$ cat config.mk
export PLATFORM = sky130hd
export DESIGN_NAME = accident_alarm
export DESIGN_NICKNAME = d
export VERILOG_FILES = /design/src/rtl/accident_alarm_pkg.sv /design/src/rtl/alarm_debounce.sv /design/src/rtl/accident_alarm.sv
export SDC_FILE = /design/constraint.sdc
export NUM_CORES = 1
export LEC_CHECK = 0
export ABC_AREA = 1
export CORE_MARGIN = 1.5
export CORE_UTILIZATION = 35
export DETAILED_ROUTE_END_ITERATION = 7
export PLACE_DENSITY = 0.59
export SYNTH_ARGS = -nofsm -noshare
export SYNTH_HDL_FRONTEND = slang
export SYNTH_SLANG_ARGS = --single-unit
$ cat constraint.sdc
create_clock -name clk -period 1.75 [get_ports clk]
set_input_delay 0.35 -clock clk [delete_from_list [all_inputs] [get_ports clk]]
set_output_delay 0.35 -clock clk [all_outputs]
set_load 0.005 [all_outputs]
$ cat src/rtl/accident_alarm_pkg.sv
// Shared widths and helpers for the accident alarm block.
package accident_alarm_pkg;

  localparam int unsigned CNT_W = 4;
  localparam int unsigned POP_W = 3;

  // Number of set bits in a 4-bit sensor vector; 3 bits hold 0..4 without overflow.
  function automatic logic [POP_W-1:0] popcount4(input logic [3:0] v);
    popcount4 = POP_W'(v[0]) + POP_W'(v[1]) + POP_W'(v[2]) + POP_W'(v[3]);
  endfunction

endpackage

$ cat src/rtl/alarm_debounce.sv
// Persistence filter for the alarm condition: saturating counter, alarm set/clear, trip pulse.
module alarm_debounce
  import accident_alarm_pkg::*;
#(
  parameter int unsigned DEBOUNCE_CYCLES = 3,
  parameter int unsigned LATCH           = 1
) (
  input  logic clk,
  input  logic rst_n,
  input  logic cond,
  input  logic ack,
  output logic o,
  output logic trip
);

  localparam logic [CNT_W-1:0] DEB = CNT_W'(DEBOUNCE_CYCLES);

  logic [CNT_W-1:0] cnt_q, cnt_d;
  logic             o_q, o_d;
  logic             trip_q, trip_d;

  // Counter saturates at DEB; alarm set on the edge the counter reaches DEB, set beats ack.
  always_comb begin
    cnt_d  = cnt_q;
    o_d    = o_q;
    trip_d = 1'b0;

    if (cond) begin
      if (cnt_q != DEB) cnt_d = cnt_q + CNT_W'(1);
    end else begin
      cnt_d = '0;
    end

    if (LATCH != 0) begin
      if (cond && (cnt_q == DEB - CNT_W'(1))) o_d = 1'b1;
      else if (ack && !cond)                  o_d = 1'b0;
    end else begin
      o_d = (cnt_d == DEB);
    end

    trip_d = o_d & ~o_q;
  end

  // State registers with synchronous active-low reset.
  always_ff @(posedge clk) begin
    if (!rst_n) begin
      cnt_q  <= '0;
      o_q    <= 1'b0;
      trip_q <= 1'b0;
    end else begin
      cnt_q  <= cnt_d;
      o_q    <= o_d;
      trip_q <= trip_d;
    end
  end

  assign o    = o_q;
  assign trip = trip_q;

endmodule

$ cat src/rtl/accident_alarm.sv
// Accident alarm top: samples four crash sensors, counts active ones, debounces the threshold test.
module accident_alarm
  import accident_alarm_pkg::*;
#(
  parameter int unsigned THRESHOLD       = 2,
  parameter int unsigned DEBOUNCE_CYCLES = 3,
  parameter int unsigned LATCH           = 1
) (
  input  logic             clk,
  input  logic             rst_n,
  input  logic             a,
  input  logic             b,
  input  logic             c,
  input  logic             d,
  input  logic             ack,
  output logic             o,
  output logic             trip,
  output logic [POP_W-1:0] count
);

  logic [3:0] s_q, s_d;
  logic       cond_c;

  // Next sample is the raw sensor vector (s_q[3] = a ... s_q[0] = d).
  always_comb begin
    s_d = {a, b, c, d};
  end

  // Sensor sample registers.
  always_ff @(posedge clk) begin
    if (!rst_n) s_q <= '0;
    else        s_q <= s_d;
  end

  assign count  = popcount4(s_q);
  assign cond_c = (count >= POP_W'(THRESHOLD));

  alarm_debounce #(
    .DEBOUNCE_CYCLES (DEBOUNCE_CYCLES),
    .LATCH           (LATCH)
  ) u_debounce (
    .clk   (clk),
    .rst_n (rst_n),
    .cond  (cond_c),
    .ack   (ack),
    .o     (o),
    .trip  (trip)
  );

endmodule

# Word level (Yosys, flattened, before mapping)
# Index checks and enable logic that the tools add are counted.
[classes]
addsub = 4
multipliers = 0
div_mod_pow = 0
magnitude_cmp = 1
n_eq_ne = 2
shift = 0
n_mux = 2
bitwise = 2
n_reduce_logical = 4
[op_table]
columns = ["op", "n"]
rows = [
  ["adder 4 x 1 -> 4 bit (second input constant)", 1],
  ["== test 4 x 2 -> 1 bit (second input constant)", 1],
  ["inequality test 4 x 2 -> 1 bit (second input constant)", 1],
  ["adder 2 x 1 -> 3 bit", 1],
  ["adder 3 x 1 -> 3 bit", 1],
  ["greater-or-equal comparator 3 x 2 -> 1 bit (second input constant)", 1],
  ["adder 1 x 1 -> 2 bit", 1],
  ["logical AND 1 bit", 2],
  ["2-to-1 mux 1 bit", 2],
  ["AND reduction 2 bit", 1],
  ["AND 1 bit", 1],
  ["logical NOT 1 bit", 1],
  ["inverter 1 bit", 1],
]
[word_totals]
regBits = 10
latchBits = 0
ramBits = 0
mem_bits_ro = 0
input_bits = 7
out_inout_bits = 5
elab_cells = 19
mem_count = 0

# Logic depth before layout (Yosys ltp)
[logic_depth]
word_depth = 9
mapped_depth = 10

# By module
# Synthesis repeated with hierarchy kept, for this count alone.
[hier_totals]
hier_cells = 64
area_unflattened_um2 = 494.2
[by_module_without_submodules]
columns = ["module", "n_inst", "cells_each", "area_per_inst_um2"]
rows = [
  ["alarm_debounce", 1, 41, 300.3],
  ["accident_alarm", 1, 23, 193.9],
]

# Least setup slack after synthesis
# OpenSTA, ideal clock, no wires.
[synth_path]
kind = "flip-flop to flip-flop"
start = "register s_q[0]"
end = "register u_debounce.cnt_q[0]"
setup_time_ps = 115
t_arrival_ps = 1637
required_ps = 1635
slack_ps = -2
stages_incl_launch_ff = 11
period_less_slack_ps = 1752
path_cell_list = "dfxtp_1 inv_1 fa_1 inv_1 ha_1 inv_1 ha_1 nand2_1 nand2_1 nand2_1 nor2_1"
[synth_via]
elab_chain_cells = 5
[synth_rtl]
columns = ["item", "line_no", "rtl"]
rows = [
  ["from (decl)", "accident_alarm.sv:21", "logic [3:0] s_q, s_d;"],
  ["from (signal assigned)", "accident_alarm.sv:31", "if (!rst_n) s_q <= '0;"],
  ["from (signal assigned)", "accident_alarm.sv:32", "else s_q <= s_d;"],
  ["adder 1 x 1 -> 2 bit", "accident_alarm_pkg.sv:9", "popcount4 = POP_W'(v[0]) + POP_W'(v[1]) + POP_W'(v[2]) + POP_W'(v[3]);"],
  ["adder 2 x 1 -> 3 bit", "accident_alarm_pkg.sv:9", ""],
  ["adder 3 x 1 -> 3 bit", "accident_alarm_pkg.sv:9", ""],
  ["named net count[1]", "accident_alarm.sv:18", "output logic [POP_W-1:0] count"],
  ["greater-or-equal comparator 3 x 2 -> 1 bit", "accident_alarm.sv:36", "assign cond_c = (count >= POP_W'(THRESHOLD));"],
  ["AND reduction 2 bit (no source line)", "--", ""],
  ["to (signal assigned)", "alarm_debounce.sv:51", "cnt_q <= cnt_d;"],
  ["to (decl)", "alarm_debounce.sv:18", "logic [CNT_W-1:0] cnt_q, cnt_d;"],
]
# The timed path passes the listed nets, and every way through them passes these cells.
# A chain may end at the register's enable or synchronous reset.

# Worst setup path in the final report
[layout_path]
start = "register s_q[0]"
end = "output port count[1]"
[layout_via]
elab_chain_cells = 3
[layout_rtl]
columns = ["item", "line_no"]
rows = [
  ["adder 1 x 1 -> 2 bit", "accident_alarm_pkg.sv:9"],
  ["adder 2 x 1 -> 3 bit", "accident_alarm_pkg.sv:9"],
  ["adder 3 x 1 -> 3 bit", "accident_alarm_pkg.sv:9"],
  ["to (decl)", "accident_alarm.sv:18"],
]
# Every way passes these cells.

==> metrics <==
Initial DRC Count=5; Area contributors post-synth=dfxtp_1 (41%), inv_1 (13%), ha_1 (13%), nand2_1 (12%), nand3_1 (6.2%); Final ANT Viol Nets=0; Slew @ Worst Pin=0.381 ns; synthesized area per cell=7.51 sq um; total track usage=0.127; CTS tree=yes; fin worst setup slack=-0.328 ns; hold buffer count at cts=0; count of buffers from port buffering=11; max cap viols=0; Synth warnings=0; final hold vios=0; crit end category=output port; synth-to-layout area growth=53.6%; H-tree levels=1; startpoint types=register; Vias/cell=4.22; drt first pass iters=3; Worst-path clk slew=0.07 ns; Worst Path Arrival=1.73 ns; Crit Path Max Fanout=2; post-synth cell types=10; failing checks=negative setup slack; minimum clock period=2.08 ns; Synth area leader=dfxtp_1; Overflow after GRT=0; Final Cycle Share=1.19; Starting Density=0.375; Max Clk Rate=481 MHz; multi-input logic area=307 sq um; Final Cell Area=749 sq um; Slew Limit Fails=0; die height=40.3 um; fin util=0.576; register area=203 sq um; layout cells sized above 1=0.350; top cell type's share of synthesized area=0.410; vias=401; CTS max path bufs=2; post-DP HPWL=578 um; Nets=94; register area share after synthesis=0.410; antenna violations before repair=0; largest net degree at the start of global routing=9; core area=1300 sq um; Peak supply drop=0.609 mV; Fillers=132; Syn Inst Count=65; Placed Area=614 sq um; skew final=0.00505 ns; final setup vio count=9; first-pass GRT wire length=1.32 mm; # diodes=0; mapped cell area=488 sq um; most frequent cells in the layout=inv_1 (13), nand2_1 (13), clkdlybuf4s50_1 (8), dfxtp_1 (8), nor2_2 (5); via count of the first global-routing pass=369; Pwr per Cell Area=777 nW/um^2; drc violations=0; WL final=832 um; die width=40.3 um; CTS buffer count=3; synthesized net count=78; clk sink count=10; #FFs+latches synth=10; die area=1630 sq um; Static Leak=0.381 nW; unrepaired setup endpoints after global routing=yes; Cell Rows=13; I/O pin total=12; worst setup path category=register to output port; Critical Path RT=1.40 ns; CTS root buffer=clkbuf_4; WL per Instance=8.76 um; Slew headroom=0.745; worst skew pair latency=0.26 ns; status=finished with violations; GP Congestion=0.676; worst min path class=register to register
metrics by stage:
step	TNS, ns	power [mW]	instances	setup WS [ns]	hold slack (ns)
3_3_place_gp	-1.21	0.331	90	-0.411	0.480
2_1_floorplan	0	0.294	65	0.0163	0.448
6_report	-1.27	0.583	95	-0.328	0.484
3_5_place_dp	-1.51	0.332	90	-0.454	0.485
5_1_grt	-1.85	0.619	95	-0.378	0.530
4_1_cts	-0.858	0.565	94	-0.354	0.495
metal layers:
layer,vias up,global-route usage,part of all wire
met3,2,0.0833,0.064
met5,-,0,0
met2,9,0.206,0.49
met1,173,0.139,0.44
li1,217,-,-
met4,0,0.0250,0.011
power by group:
part           internal [mW]  switching (mW)  leakage [nW]  total (mW)
combinational         0.0720          0.0623         0.278       0.134
sequential             0.237         0.00628        0.0824       0.244
clock                  0.126          0.0786        0.0210       0.205
total                  0.436           0.147         0.381       0.583
path summary, 6_finish.rpt:
kind | startpoint | endpoint | slack [ns] | cells after the start
max | s_q[0] | count[1] | -0.33 | 7
min | u_debounce.o | u_debounce.o | 0.48 | 2
max reg2reg | s_q[0] | u_debounce.cnt_q[0] | -0.10 | 11
min reg2reg | u_debounce.o | u_debounce.o | 0.48 | 2
worst max-delay path: stages, from the launching register on:
cell and delay (ns):
dfxtp_2 0.32, inv_2 0.03, fa_1 0.54, inv_2 0.04
ha_4 0.16, inv_2 0.06, ha_4 0.19, buf_6 0.11
synthesized netlist by cell type (all sizes together):
library cell and count:
nand2 16, fa 1, nand3 6, xor2 2
buf 1, dfxtp 10, ha 5, inv 17
nor2 7
layout make-up:
class / instances / share of cell area
Clock buffer: 4 / 0.0484
Sequential cell: 10 / 0.270
Inverter: 17 / 0.0851
Timing Repair Buffer: 12 / 0.162
Multi-Input combinational cell: 37 / 0.409
Tap cell: 15 / 0.0250
cell families after synthesis:
family | after synthesis | share of synthesized area
xor gates and xnor gates | 2 | 0.0359
adders and majority gates | 6 | 0.169
buffers and inverters | 18 | 0.141
DFF | 10 | 0.410
and+or+nand+nor | 29 | 0.244
flip-flops by register name, indices dropped and copies added (netlist names):
name / count
u_debounce.cnt_q: 4
u_debounce.trip: 1
s_q: 4
u_debounce.o: 1
what timing repair did:
action                     4_1_cts  5_1_grt
setup endpoints to repair        9        9
resized for setup               27       12
setup buffers                    0        1
pin swaps                        2        6
Power figures use the tool's default switching activity.
